<file path="config.mk">
export PLATFORM = sky130hd
export DESIGN_NAME = alu_operand_stage_flat
export DESIGN_NICKNAME = d
export VERILOG_FILES = /design/src/rtl/alu_operand_stage_if.sv /design/src/rtl/alu_operand_stage.sv /design/src/flat_wrapper.sv
export SDC_FILE = /design/constraint.sdc
export NUM_CORES = 1
export LEC_CHECK = 0
export ABC_AREA = 1
export ABC_CLOCK_PERIOD_IN_PS = 3500
export CAP_MARGIN = 10
export CELL_PAD_IN_SITES_DETAIL_PLACEMENT = 1
export CELL_PAD_IN_SITES_GLOBAL_PLACEMENT = 2
export CORE_ASPECT_RATIO = 1.1
export CORE_UTILIZATION = 25
export DETAILED_ROUTE_END_ITERATION = 8
export PLACE_DENSITY = 0.84
export REMOVE_ABC_BUFFERS = 1
export SYNTH_ARGS = -nofsm -noshare
export SYNTH_HDL_FRONTEND = slang
export SYNTH_SLANG_ARGS = --single-unit
</file>
<file path="constraint.sdc">
create_clock -name clk -period 3.5 [get_ports clk]
set_input_delay 0.7 -clock clk [delete_from_list [all_inputs] [get_ports clk]]
set_output_delay 0.7 -clock clk [all_outputs]
set_load 0.005 [all_outputs]
</file>
<file path="src/rtl/alu_operand_stage_if.sv">
// Operand data port for alu_operand_stage: word plus valid/ready handshake.
// Upstream drives the master side; the stage is the slave.
interface alu_operand_stage_if #(
  parameter int DATA_WIDTH = 16
);
  logic [DATA_WIDTH-1:0] din;
  logic                  din_valid;
  logic                  din_ready;

  modport master (
    output din,
    output din_valid,
    input  din_ready
  );

  modport slave (
    input  din,
    input  din_valid,
    output din_ready
  );
endinterface

</file>
<file path="src/rtl/alu_operand_stage.sv">
// Sequential operand fetch / result capture around a combinational 16-bit ALU.
// Define ALU_STAGE_DIVZERO_EN to saturate divide-by-zero and raise div_err.
module alu_operand_stage #(
  parameter int DATA_WIDTH = 16
) (
  input  logic                  clk,
  input  logic                  rst_n,
  input  logic                  start,
  input  logic [2:0]            oc_in,
  alu_operand_stage_if.slave    dport,
  output logic [2:0]            alu_oc,
  output logic [DATA_WIDTH-1:0] alu_a,
  output logic [DATA_WIDTH-1:0] alu_b,
  input  logic [DATA_WIDTH-1:0] alu_f,
  output logic [DATA_WIDTH-1:0] result,
  output logic                  zero,
  output logic                  neg,
  output logic                  busy,
  output logic                  done,
  output logic                  div_err
);

  localparam logic [2:0] OC_DIV = 3'b011;
  localparam logic [2:0] OC_NOT = 3'b100;

  typedef enum logic [2:0] {
    IDLE,
    LOAD_A,
    LOAD_B,
    EXEC,
    DONE
  } state_t;

  state_t                state_q, state_d;
  logic [2:0]            oc_q, oc_d;
  logic [DATA_WIDTH-1:0] a_q, a_d;
  logic [DATA_WIDTH-1:0] b_q, b_d;
  logic [DATA_WIDTH-1:0] res_q, res_d;
  logic                  zero_q, zero_d;
  logic                  neg_q, neg_d;
`ifdef ALU_STAGE_DIVZERO_EN
  logic                  dz_q, dz_d;
`endif

  always_comb begin
    state_d = state_q;
    oc_d    = oc_q;
    a_d     = a_q;
    b_d     = b_q;
    res_d   = res_q;
    zero_d  = zero_q;
    neg_d   = neg_q;
`ifdef ALU_STAGE_DIVZERO_EN
    dz_d    = dz_q;
`endif
    unique case (state_q)
      IDLE: begin
        if (start) begin
          oc_d    = oc_in;
          state_d = LOAD_A;
`ifdef ALU_STAGE_DIVZERO_EN
          dz_d    = 1'b0;
`endif
        end
      end
      LOAD_A: begin
        if (dport.din_valid) begin
          a_d     = dport.din;
          state_d = (oc_q == OC_NOT) ? EXEC : LOAD_B;
        end
      end
      LOAD_B: begin
        if (dport.din_valid) begin
          b_d     = dport.din;
          state_d = EXEC;
        end
      end
      EXEC: begin
        res_d   = alu_f;
        zero_d  = (alu_f == '0);
        neg_d   = alu_f[DATA_WIDTH-1];
`ifdef ALU_STAGE_DIVZERO_EN
        // Saturate instead of trusting the ALU's divide-by-zero output
        if (oc_q == OC_DIV && b_q == '0) begin
          res_d  = '1;
          zero_d = 1'b0;
          neg_d  = 1'b1;
          dz_d   = 1'b1;
        end
`endif
        state_d = DONE;
      end
      DONE: begin
        state_d = IDLE;
      end
      default: begin
        state_d = IDLE;
      end
    endcase
  end

  always_ff @(posedge clk or negedge rst_n) begin
    if (!rst_n) begin
      state_q <= IDLE;
      oc_q    <= '0;
      a_q     <= '0;
      b_q     <= '0;
      res_q   <= '0;
      zero_q  <= 1'b0;
      neg_q   <= 1'b0;
    end else begin
      state_q <= state_d;
      oc_q    <= oc_d;
      a_q     <= a_d;
      b_q     <= b_d;
      res_q   <= res_d;
      zero_q  <= zero_d;
      neg_q   <= neg_d;
    end
  end

`ifdef ALU_STAGE_DIVZERO_EN
  always_ff @(posedge clk or negedge rst_n) begin
    if (!rst_n) begin
      dz_q <= 1'b0;
    end else begin
      dz_q <= dz_d;
    end
  end

  assign div_err = dz_q;
`else
  assign div_err = 1'b0;
`endif

  assign dport.din_ready = (state_q == LOAD_A) || (state_q == LOAD_B);
  assign busy    = (state_q != IDLE);
  assign done    = (state_q == DONE);
  assign alu_oc  = oc_q;
  assign alu_a   = a_q;
  assign alu_b   = b_q;
  assign result  = res_q;
  assign zero    = zero_q;
  assign neg     = neg_q;

endmodule

</file>
<file path="src/flat_wrapper.sv">
// flat-port wrapper written by rule: the top's interface ports become plain ports
module alu_operand_stage_flat 
#(
  parameter int DATA_WIDTH = 16
)
  (clk, rst_n, start, oc_in, alu_oc, alu_a, alu_b, alu_f, result, zero, neg, busy, done, div_err, dport_din, dport_din_valid, dport_din_ready);
  alu_operand_stage_if #(.DATA_WIDTH(DATA_WIDTH)) dport_i ();
  input  logic clk;
  input  logic rst_n;
  input  logic start;
  input  logic [2:0] oc_in;
  output logic [2:0] alu_oc;
  output logic [DATA_WIDTH-1:0] alu_a;
  output logic [DATA_WIDTH-1:0] alu_b;
  input  logic [DATA_WIDTH-1:0] alu_f;
  output logic [DATA_WIDTH-1:0] result;
  output logic zero;
  output logic neg;
  output logic busy;
  output logic done;
  output logic div_err;
  input wire logic [$bits(dport_i.din)-1:0] dport_din;
  input wire logic [$bits(dport_i.din_valid)-1:0] dport_din_valid;
  output wire logic [$bits(dport_i.din_ready)-1:0] dport_din_ready;
  assign dport_i.din = dport_din;
  assign dport_i.din_valid = dport_din_valid;
  assign dport_din_ready = dport_i.din_ready;
  alu_operand_stage #(.DATA_WIDTH(DATA_WIDTH)) u_core (.clk(clk), .rst_n(rst_n), .start(start), .oc_in(oc_in), .dport(dport_i), .alu_oc(alu_oc), .alu_a(alu_a), .alu_b(alu_b), .alu_f(alu_f), .result(result), .zero(zero), .neg(neg), .busy(busy), .done(done), .div_err(div_err));
endmodule
</file>
Word-level counts from Yosys, hierarchy flattened --
Index checks and enable logic that the tools add are counted.
Cells by class: muxes and demuxes 5, equality and inequality tests 8, reductions and logical operators 8
Operator list (number):
- $logic_not 16->1 | 1
- $pmux 3 s4 | 1
- $mux 3 | 3
- $eq 3x2->1 const B | 2
- $eq 3x3->1 const B | 2
- $ne 2x2->1 const B | 3
- $reduce_and 2->1 | 3
- $eq 3x1->1 const B | 1
- $logic_not 3->1 | 1
- $reduce_and 3->1 | 1
- $reduce_bool 3->1 | 1
- $logic_or 1x1->1 | 1
- $mux 1 | 1
Word-level totals: output and inout port bits 57, word-level logic and storage cells 28, bits in registers 56

Depth between registers and ports, before layout --
Gate-level depths: netlist (run 1).
depth in word-level cells 4, gate-level depth with buffers 8

Worst setup path before layout (run 1) --
OpenSTA, ideal clock, no wires.
path type register to output, from register u_core.state_q[1], to output busy, setup slack 2024 ps, arrival time 776 ps, cell stages (with the launch flop) 3, path through dfrtp_1 -> nor3_2 -> inv_1
Between the ends: cells in the longest elaborated chain, start to end 1
RTL lines:
- start: declaration | line alu_operand_stage.sv:34 | state_t state_q, state_d;
- start signal: assignment | line alu_operand_stage.sv:112 | state_q <= state_d;
- $reduce_bool 3->1 | line alu_operand_stage.sv:137 | assign busy = (state_q != IDLE);
- end: declaration | line flat_wrapper.sv:19 | output logic busy;
Every way passes these cells.

Worst setup path in the final report (run 1) --
Same ends and word-level chain as after synthesis.

==> results of run 1 <==
==> metal layers <==
| layer | up-vias | GRT usage |
|---|---|---|
| met4 | 0 | 0.04396 |
| met3 | 5 | 0.02652 |
| met1 | 873 | 0.1549 |
| li1 | 929 | - |
| met2 | 42 | 0.2366 |
| met5 | - | 0 |
==> cell usage in the layout, fill, tap and decap left out, types with 2 or more instances in the layout <==
cell type / netlist / final
a21oi_1: 2 / 2
nand4_1: 4 / 4
o21ai_0: 18 / 18
clkdlybuf4s50_1: 0 / 93
nand3_1: 7 / 7
nand2_1: 62 / 62
inv_1: 39 / 39
o21ai_1: 29 / 29
inv_2: 2 / 2
nor2_1: 8 / 8
dfrtp_1: 55 / 55
clkbuf_8: 0 / 6
buf_4: 2 / 2
==> through the flow <==
step / util / total power, mW / std cells
after floorplan: - / 1.528 / 231
after global placement: 0.3809 / 2.286 / 438
after detailed placement: 0.3809 / 2.326 / 438
after CTS: 0.3948 / 2.774 / 446
after global routing: 0.3948 / 2.950 / 446
final: 0.3948 / 2.715 / 446
==> logic make-up (layout without fill, tap and decap cells) <==
family,after synthesis,after routing,share of synthesized area
AOI/OAI and AO/OA,49,49,0.1121
DFF,55,55,0.6289
other,1,1,0.001714
and+or+nand+nor,85,85,0.1601
buffers and inverters,52,145,0.09720
==> power by group through the flow <==
stage | logic [mW] | registers [mW] | clock network (mW)
floorplan | 0.405 | 1.12 | 0
global placement | 1.17 | 1.12 | 0
detailed placement | 1.20 | 1.12 | 0
CTS | 1.20 | 1.12 | 0.452
global route | 1.32 | 1.16 | 0.472
finish | 1.17 | 1.11 | 0.429
==> registers in the layout (all words and copies together) (netlist names) <==
| register | count |
|---|---|
| u_core.result | 16 |
| u_core.zero | 1 |
| u_core.state_q | 3 |
| u_core.alu_b | 16 |
| u_core.alu_a | 16 |
| u_core.alu_oc | 3 |
==> worst max-delay path by stage <==
| stage | endpoint | depth (start not counted) | startpoint | slack (ps) |
|---|---|---|---|---|
| after CTS | busy | 3 | u_core.state_q[1]$_DFFE_PN0P_ | 1150 |
| after floorplan | u_core.alu_b[0]$_DFFE_PN0P_ | 2 | dport_din_valid | 1760 |
| after global routing | busy | 3 | u_core.state_q[1]$_DFFE_PN0P_ | 1030 |
| after detailed placement | u_core.alu_a[0]$_DFFE_PN0P_ | 4 | dport_din_valid | 1490 |
| after global placement | u_core.alu_a[8]$_DFFE_PN0P_ | 4 | dport_din_valid | 1500 |
| final | busy | 3 | u_core.state_q[1]$_DFFE_PN0P_ | 1170 |
==> area by class of cell <==
type / count / area [µm²]
Fill cell: 999 / 5115
Sequential cell: 55 / 1376
Timing Repair Buffer: 96 / 950.9
Multi-Input combinational cell: 135 / 599.3
Inverter: 41 / 153.9
Tap cell: 111 / 138.9
Clock buffer: 6 / 82.58
Clock inverter: 2 / 35.03
==> flow_summary.toml, run 1 <==
[logic_synthesis]
ys_seq_elements = 55
synth_cells = 242
yosysUniqueCellTypes = 18
synth_area_mm2 = 0.002188
synth_area_leaders = "dfrtp_1, nand2_1, inv_1"
synth_most_common_cell = "nand2_1"
seq_area_frac_synth = 0.6289
synth_common_cells = "nand2_1, dfrtp_1, inv_1, o21ai_1, o21ai_0"
yosys_most_used_dff = "dfrtp_1"
synth_edf_count = 0
async_flop_share = 1.000
syn_area_per_cell_um2 = 9.043
yosys_warnings = 0
yosysTopAreaCellShare = 0.6289
yosysTopAreaCell = "dfrtp_1"

[pwr]
ir_worst_vdd_mv = 0.2290
power.density_mw_per_mm2 = 813.6
seqPwrFrac = 0.409
power_frac_comb = 0.432
power.switching_uw = 856.1
clockPowerShare = 0.158
swShare = 0.3153
intPower_mw = 1.859
p_leak_nw = 1.600

[worst_setup_path]
cp-end-kind = "output pin"
worstSetupStartpointType = "flip-flop"
slowest_stage = "dfrtp_1"
rrSetupSlack_ps = 1730
worstPathCellList = "nor3_2 -> inv_1 -> clkdlybuf4s50_1"
crit_required_ps = 2800
rr_startpoint = "u_core.state_q[0]$_DFFE_PN0P_"
reg2reg_depth = 6
arrival_ps = 1630
path_max_fanout = 7
critPathKind = "reg2out"
crit_family = "buffers and inverters"
cp_num_buf_inv = 2
reg2reg_to = "u_core.zero$_DFFE_PN0P_"
cp_slowest_stage_delay_ps = 460

[clock_network]
cts_buffers = 5
clk_latency_ps = 300
postCtsHoldBufs = 0
clock_path_buffers = 2
cts_resized = 0
cts_tree = "done"
htreeDepth = 2
post-cts-setup-buffers = 0
root_buffer = "clkbuf_8"
cts.sinks = 55
path_clk_slew_ps = 100

[timing]
fin_crit_sh = 0.6660
worst_pin_slew_ps = 996.4
fin_skew_ps = 5.827
finalCriticalPeriod_ps = 2331
finalSetupTns_ps = 0
worst_slack_ps = 1169
fmaxAchievable_mhz = 429.0
rsz0062_at_grt = "no"
slew_violations = 0
hold_ws_ps = 486.4
finalSetupViolations = 0
max_slew_margin = 0.3341
hold_viol = 0

[hold_path]
min_path_type = "in2async"

[routing]
wl_um = 5443
drc = 0
dr.pass1.iters = 4
wl_met3_um = 191
ant_nets = 0
wl_met2_um = 2784
vias_per_cell = 4.146
vias = 1849
post_drt_wl_per_cell_um = 12.20
drt_iter0_drc = 67
highest_layer = "met4"
drt-met1-wl_um = 2385

[grt]
grt_overflow = 0
grt_antenna_before_repair = 0
grt_use_total = 0.1307
grt_max_degree = 38
first_global_vias = 2011
grt_pass1_wl_um = 9459

[status]
status = "complete, no violations"

[finish]
final_nets = 373
drive_above_1_share = 0.04776
area_delta_synth_final_pct = 52.49
final_area_mm2 = 0.003337
diodes = 0

[placement]
portBuffers = 94
placed_area_mm2 = 0.003219
place_hpwl_um = 4064
place_congestion = 0.7336
place_ws_ps = 1489

[die]
start_util = 0.2589
ios = 96
core_mm2 = 0.008452
core.rowCount = 35
die_w_um = 91.21
die_area_mm2 = 0.009132
dieHeight_um = 100.1

[run]
maxCapViolations = 0
Note: power is estimated with default switching activity, not from simulation.
==> inputs of run 2 (changes only) <==
Settings changed: ABC_CLOCK_PERIOD_IN_PS 3500 to 2450, CORE_UTILIZATION 25 to 23, PLACE_DENSITY 0.84 to 0.78.
Clock period 3.5 ns to 2.45 ns, I/O delays scaled along.
==> run 2 against run 1 <==
  * Total power is 41% higher
  * Register-to-register slack got worse by 790 ps
  * Clock power up 27%
  * Utilization decreased by 2.6 points
  * Sequential power up 41%
  * Flip-flop and latch count did not move
  * Global-route usage shrank 0.44 points
  * First-iteration DRC count decreased by 30%
==> flow_summary.toml, run 2 (synthesized netlist as in run 1, its figures left out) <==
[clock_network]
cts_buffers = 5
clock_path_buffers = 2
root_buffer = "clkbuf_8"
post-cts-setup-buffers = 0
cts_resized = 0
path_clk_slew_ps = 100
clk_latency_ps = 310
postCtsHoldBufs = 0
htreeDepth = 2
cts_tree = "done"
cts.sinks = 55

[worst_setup_path]
reg2reg_to = "u_core.result[5]$_DFFE_PN0P_"
slowest_stage = "dfrtp_1"
rr_startpoint = "u_core.state_q[0]$_DFFE_PN0P_"
crit_family = "buffers and inverters"
crit_cells = 3
critPathKind = "reg2out"
cp-end-kind = "output pin"
path_max_fanout = 7
rrSetupSlack_ps = 940
worstSetupStartpointType = "flip-flop"
cp_slowest_stage_delay_ps = 470
crit_required_ps = 1960
arrival_ps = 1650
reg2reg_depth = 6
crit_path_end = "busy"
worstPathCellList = "nor3_2 -> inv_1 -> clkdlybuf4s50_1"
critPathLaunch = "u_core.state_q[1]$_DFFE_PN0P_"
cp_num_buf_inv = 2

[hold_path]
min_path_type = "in2async"

[timing]
fin_crit_sh = 0.8736
slew_violations = 0
finalSetupTns_ps = 0
finalSetupViolations = 0
worst_pin_slew_ps = 678.6
rsz0062_at_grt = "no"
hold_ws_ps = 197.2
fmaxAchievable_mhz = 467.2
max_slew_margin = 0.5476
fin_skew_ps = 6.936
hold_viol = 0
finalCriticalPeriod_ps = 2140

[routing]
dr.pass1.iters = 4
vias = 1899
vias_per_cell = 4.220
drc = 0
wl_um = 5736
drt_iter0_drc = 47
post_drt_wl_per_cell_um = 12.75
ant_nets = 0

[die]
start_util = 0.2417
die_w_um = 95.01
die_area_mm2 = 0.009910
core.rowCount = 36
core_mm2 = 0.009054
ios = 96
dieHeight_um = 104.3

[finish]
final_nets = 374
final_common_cell = "clkdlybuf4s50_1"
layoutNonFillerInstCount = 450
area_delta_synth_final_pct = 52.54
layout_common_cells = "clkdlybuf4s50_1, nand2_1, dfrtp_1"
drive_above_1_share = 0.04762
diodes = 0

[grt]
grt_antenna_before_repair = 0
grt_max_degree = 33
grt_overflow = 0
grt_use_total = 0.1263
first_global_vias = 2061
grt_pass1_wl_um = 9811

[status]
status = "complete, no violations"

[pwr]
ir_worst_vdd_mv = 0.3611
total_power_mw = 3.821
power.density_mw_per_mm2 = 1145
p_leak_nw = 1.596

[placement]
placed_cells = 442
place_congestion = 0.6863
place_hpwl_um = 4334
portBuffers = 94

[run]
maxCapViolations = 0
## run 2: cell types whose count changed in the layout (fill, tap and decap cells not counted)
| cell | before | now |
|---|---|---|
| clkinv_4 | 0 | 1 |
| bufinv_16 | 1 | 0 |
| clkinv_2 | 1 | 0 |
| buf_12 | 0 | 1 |
| clkbuf_1 | 0 | 1 |
## run 2: worst register-to-register path, cell delays in order, from the launching register on
cell and delay (ps):
dfrtp_1 420, inv_2 70, nor2_2 100, nand2_1 350
buf_4 340, nand2_1 70, o21ai_1 60
## run 2: metal layers
layer,global-route usage,share of wire,wire [µm]
met4,0.04545,0.015,88
met3,0.02412,0.032,182
met2,0.2246,0.53,3023
met5,0,0,0
met1,0.1473,0.43,2441
## run 2: metrics by stage
| stage | worst slack, ps | area, µm² | util |
|---|---|---|---|
| 2_1_floorplan | 917.3 | 2130 | - |
| 3_3_place_gp | 645.3 | 3243 | 0.3582 |
| 3_5_place_dp | 634.7 | 3243 | 0.3582 |
| 4_1_cts | 268.9 | 3338 | 0.3687 |
| 5_1_grt | 186.3 | 3338 | 0.3687 |
| 6_report | 309.8 | 3338 | 0.3687 |
## run 2: worst min path at each step
stage	endpoint	depth (start not counted)
2_1_floorplan	u_core.alu_a[0]$_DFFE_PN0P_	0
3_3_place_gp	u_core.alu_b[7]$_DFFE_PN0P_	2
3_5_place_dp	u_core.alu_b[3]$_DFFE_PN0P_	2
4_1_cts	u_core.alu_a[13]$_DFFE_PN0P_	1
5_1_grt	u_core.alu_b[13]$_DFFE_PN0P_	1
6_report	u_core.alu_a[13]$_DFFE_PN0P_	1
## run 2: area by class of cell
type                            count  area [µm²]
Tap cell                          114       142.6
Clock inverter                      1       8.758
Fill cell                        1046        5715
Clock buffer                        7       86.33
Multi-Input combinational cell    135       599.3
Sequential cell                    55        1376
Timing Repair Buffer               97       970.9
Inverter                           41       153.9
## run 2: power breakdown
group | total, mW | switching [mW] | internal (mW) | leakage [nW]
combinational | 1.70 | 0.696 | 1.01 | 0.863
sequential | 1.57 | 0.249 | 1.32 | 0.685
clock | 0.544 | 0.311 | 0.233 | 0.0484
==> inputs of run 3 (changes only) <==
Settings changed: ABC_CLOCK_PERIOD_IN_PS 2450 to 2060.
Clock period 2.45 ns to 2.06 ns, I/O delays scaled along.
==> run 3 against run 2 <==
  * Clock power rose by 4.6%
  * First-iteration DRC count rose by 17%
  * Global-route usage fell by 0.23 points
  * Worst setup slack got worse by 210 ps
  * Sequential power rose by 20%
  * Non-clock buffer count rose by 4
  * Largest cell class unchanged
==> flow_summary.toml, run 3 (synthesized netlist as in run 1, its figures left out) <==
[routing]
ant_nets = 0
drt_iter0_drc = 55
vias_per_cell = 4.141
vias = 1876
drc = 0
wl_um = 5669
post_drt_wl_per_cell_um = 12.51
dr.pass1.iters = 4

[worst_setup_path]
crit_required_ps = 1650
arrival_ps = 1550
worstPathCellList = "nor2_2 -> nand2_2 -> nand2_2 -> clkdlybuf4s50_1"
slowest_stage = "clkdlybuf4s50_1"
cp_slowest_stage_delay_ps = 500
path_max_fanout = 4
crit_top_cell = "nand2_2"
worstSetupStartpointType = "flip-flop"
cp-end-kind = "output pin"
critPathKind = "reg2out"
rrSetupSlack_ps = 490

[timing]
worst_pin_slew_ps = 572.5
rsz0062_at_grt = "no"
finalCriticalPeriod_ps = 1961
finalSetupViolations = 0
fin_skew_ps = 14.15
hold_viol = 0
fin_crit_sh = 0.9521
finalSetupTns_ps = 0
fmaxAchievable_mhz = 509.8
slew_violations = 0
hold_ws_ps = 91.51
max_slew_margin = 0.6174

[finish]
final_area_mm2 = 0.003372
area_delta_synth_final_pct = 54.09
final_nets = 378
diodes = 0
drive_above_1_share = 0.07080
final_common_cell = "clkdlybuf4s50_1"
layout_common_cells = "clkdlybuf4s50_1, nand2_1, dfrtp_1"

[clock_network]
htreeDepth = 2
clk_latency_ps = 300
cts_buffers = 5
path_clk_slew_ps = 100
cts_tree = "done"
cts.sinks = 55
root_buffer = "clkbuf_8"
clock_path_buffers = 2

[die]
die_w_um = 95.01
dieHeight_um = 104.3
start_util = 0.2417
core_mm2 = 0.009054
core.rowCount = 36
die_area_mm2 = 0.009910
ios = 96

[grt]
grt_antenna_before_repair = 0
grt_max_degree = 33
grt_overflow = 0
grt_pass1_wl_um = 9646
first_global_vias = 1994
grt_use_total = 0.1240

[pwr]
power_frac_comb = 0.459
power.density_mw_per_mm2 = 1347
ir_worst_vdd_mv = 0.4966
p_leak_nw = 1.628
swShare = 0.3269
intPower_mw = 3.057
power.switching_mw = 1.485
seqPwrFrac = 0.416
clockPowerShare = 0.125

[hold_path]
min_path_type = "in2async"

[run]
maxCapViolations = 0

[placement]
portBuffers = 94
place_hpwl_um = 4380
placed_area_mm2 = 0.003258
place_congestion = 0.6798

[status]
status = "complete, no violations"
-- run 3: routing by layer --
metal / track usage / routed length, µm / vias to the layer above
li1: - / - / 936
met1: 0.1483 / 2355 / 902
met2: 0.2199 / 3076 / 36
met3: 0.02047 / 188 / 2
met4: 0.04221 / 48 / 0
met5: 0 / 0 / -
-- run 3: worst paths after layout --
check	to	cells past startpoint	from
hold reg to reg	u_core.zero$_DFFE_PN0P_	2	u_core.zero$_DFFE_PN0P_
setup / recovery	dport_din_ready	4	u_core.state_q[2]$_DFFE_PN0P_
max in group asynchronous	u_core.result[9]$_DFFE_PN0P_	2	rst_n
hold / removal	u_core.alu_a[13]$_DFFE_PN0P_	1	rst_n
setup reg to reg	u_core.result[5]$_DFFE_PN0P_	6	u_core.state_q[0]$_DFFE_PN0P_
min in group clk	u_core.zero$_DFFE_PN0P_	2	u_core.zero$_DFFE_PN0P_
-- run 3: cell type report --
| cell class | count | area (µm²) |
|---|---|---|
| Inverter | 41 | 153.9 |
| Clock inverter | 2 | 13.76 |
| Multi-Input combinational cell | 135 | 610.6 |
| Tap cell | 114 | 142.6 |
| Clock buffer | 5 | 68.82 |
| Timing Repair Buffer | 101 | 1003 |
| Fill cell | 1054 | 5682 |
| Sequential cell | 55 | 1379 |
-- run 3: metrics by stage --
step | total power, mW | worst slack [ps] | instances | util
3_5_place_dp | 3.985 | 347.1 | 444 | 0.3599
6_report | 4.541 | 98.63 | 453 | 0.3724
2_1_floorplan | 2.596 | 527.3 | 231 | -
3_3_place_gp | 3.927 | 353.4 | 444 | 0.3599
5_1_grt | 4.938 | 7.795 | 453 | 0.3724
4_1_cts | 4.590 | -1.188 | 451 | 0.3690
-- run 3: what timing repair did --
| action | CTS | global route |
|---|---|---|
| setup endpoints to repair | 1 | 2 |
| gates resized for setup | 0 | 6 |
| buffers inserted | 0 | 2 |
| hold buffers | 0 | 0 |
| pin swaps | 0 | 1 |
-- run 3: worst max-delay path: cells and delay by family, from the launching register on --
family                 cells  cell delay (ps)
flip-flops                 1              440
buffers and inverters      1              500
AND/OR/NAND/NOR            3              320
-- run 3: power by group through the flow --
stage | clock network, mW | registers (mW) | logic [mW]
after detailed placement | 0 | 1.90 | 2.09
final | 0.569 | 1.89 | 2.09
after CTS | 0.610 | 1.89 | 2.09
after global placement | 0 | 1.88 | 2.04
after global routing | 0.640 | 1.96 | 2.34
after floorplan | 0 | 1.91 | 0.689
==> RTL change, RTL diff (settings of run 1) <==
`DATA_WIDTH` is set to 16 in 3 places; all go to 32.
--- a/src/rtl/alu_operand_stage_if.sv
+++ b/src/rtl/alu_operand_stage_if.sv
@@ -1,7 +1,7 @@
 // Operand data port for alu_operand_stage: word plus valid/ready handshake.
 // Upstream drives the master side; the stage is the slave.
 interface alu_operand_stage_if #(
-  parameter int DATA_WIDTH = 16
+  parameter int DATA_WIDTH = 32
 );
   logic [DATA_WIDTH-1:0] din;
   logic                  din_valid;
--- a/src/rtl/alu_operand_stage.sv
+++ b/src/rtl/alu_operand_stage.sv
@@ -1,7 +1,7 @@
 // Sequential operand fetch / result capture around a combinational 16-bit ALU.
 // Define ALU_STAGE_DIVZERO_EN to saturate divide-by-zero and raise div_err.
 module alu_operand_stage #(
-  parameter int DATA_WIDTH = 16
+  parameter int DATA_WIDTH = 32
 ) (
   input  logic                  clk,
   input  logic                  rst_n,
--- a/src/flat_wrapper.sv
+++ b/src/flat_wrapper.sv
@@ -1,7 +1,7 @@
 // flat-port wrapper written by rule: the top's interface ports become plain ports
 module alu_operand_stage_flat 
 #(
-  parameter int DATA_WIDTH = 16
+  parameter int DATA_WIDTH = 32
 )
   (clk, rst_n, start, oc_in, alu_oc, alu_a, alu_b, alu_f, result, zero, neg, busy, done, div_err, dport_din, dport_din_valid, dport_din_ready);
   alu_operand_stage_if #(.DATA_WIDTH(DATA_WIDTH)) dport_i ();
Ports: changed (5 resized); port bits go from 96 to 176. No check against the original RTL was run, so the function may have changed too.
==> RTL change against run 1 <==
Clock skew shrank 0.00070 ns; power grew 99%; critical path type unchanged; synthesized area grew 94%; sequential cell count grew 48; critical endpoint is now dport_din_ready; wire length grew 110%; critical path depth grew 1; worst setup slack lost 0.18 ns; design area grew 92%; maximum frequency shrank 7.1%.
==> RTL change: results (changes against run 1) <==
status finished clean; Tot GR Track Use 0.140 (+0.00951); largest net degree at the start of global routing 65 (+71%); drt first-iter violations 143 (+110%); grt met2 use 0.226 (-0.0109); Placed Instances 805 (+84%); drt via density 4.23 (+2.1%); r2r endpoint u_core.alu_b[31]; first-pass GRT wire length 19.4 mm (+110%); Synth cell types 23 (+5); post-synthesis sequential area ratio 0.606 (-0.0229); Worst Path Max Fanout 6 (-1); worst skew pair latency 0.35 ns (+0.05 ns); layout cells sized above 1 0.101 (+0.0529); Compound-Gate Fraction of Synth Area 0.127 (+0.0153); routability-driven placement congestion ratio 0.745 (+1.6%); pre-CTS setup slack 1.11 ns (-0.383 ns); Worst-path clk slew 0.07 ns (-0.03 ns); hold slack 0.414 ns (-0.0722 ns); Slew HR 0.413 (+0.0785); metal2 WL 5.48 mm (+97%); vias in the first global route 3730 (+85%); maximum VDD drop 0.283 mV (+24%); met3 Track Usage GR 0.0559 (+0.0294); CP peak stage delay 0.52 ns (+0.06 ns); fillers 1891 (+89%); Synth area leaders dfrtp_1, nand2_1, o21ai_2, o21ai_1, inv_1; DP HPWL 8.56 mm (+110%); antenna violations before repair 1 (+1); nets 683 (+83%); DR WL/cell 14.1 µm (+16%); worst setup path endpoint dport_din_ready; setup ws final 0.990 ns (-0.179 ns); WL met3 967 µm (+410%)
[RTL change: cell types whose count changed after synthesis, sizes merged, moves of 4 or more]
cell / before / now
nand2: 63 / 158
o21ai: 47 / 76
nor2: 9 / 24
inv: 41 / 51
dfrtp: 55 / 103
buf: 10 / 20
nand4: 4 / 0
[RTL change: report_power, final]
| part | switching (µW) | internal [µW] | total [µW] |
|---|---|---|---|
| combinational | 972 | 1340 | 2310 |
| clock | 444 | 572 | 1020 |
| sequential | 337 | 1750 | 2080 |
[RTL change: cell type report]
| class | instances | area [µm²] | share of cell area |
|---|---|---|---|
| clock inverter | 5 | 57.6 | 0.00900 |
| tap | 204 | 255 | 0.0399 |
| timing repair buffer | 176 | 1770 | 0.276 |
| inverter | 51 | 191 | 0.0299 |
| antenna | 1 | 2.50 | 0.000391 |
| multi-input combinational | 271 | 1300 | 0.204 |
| clock buffer | 10 | 239 | 0.0374 |
| sequential | 103 | 2580 | 0.403 |
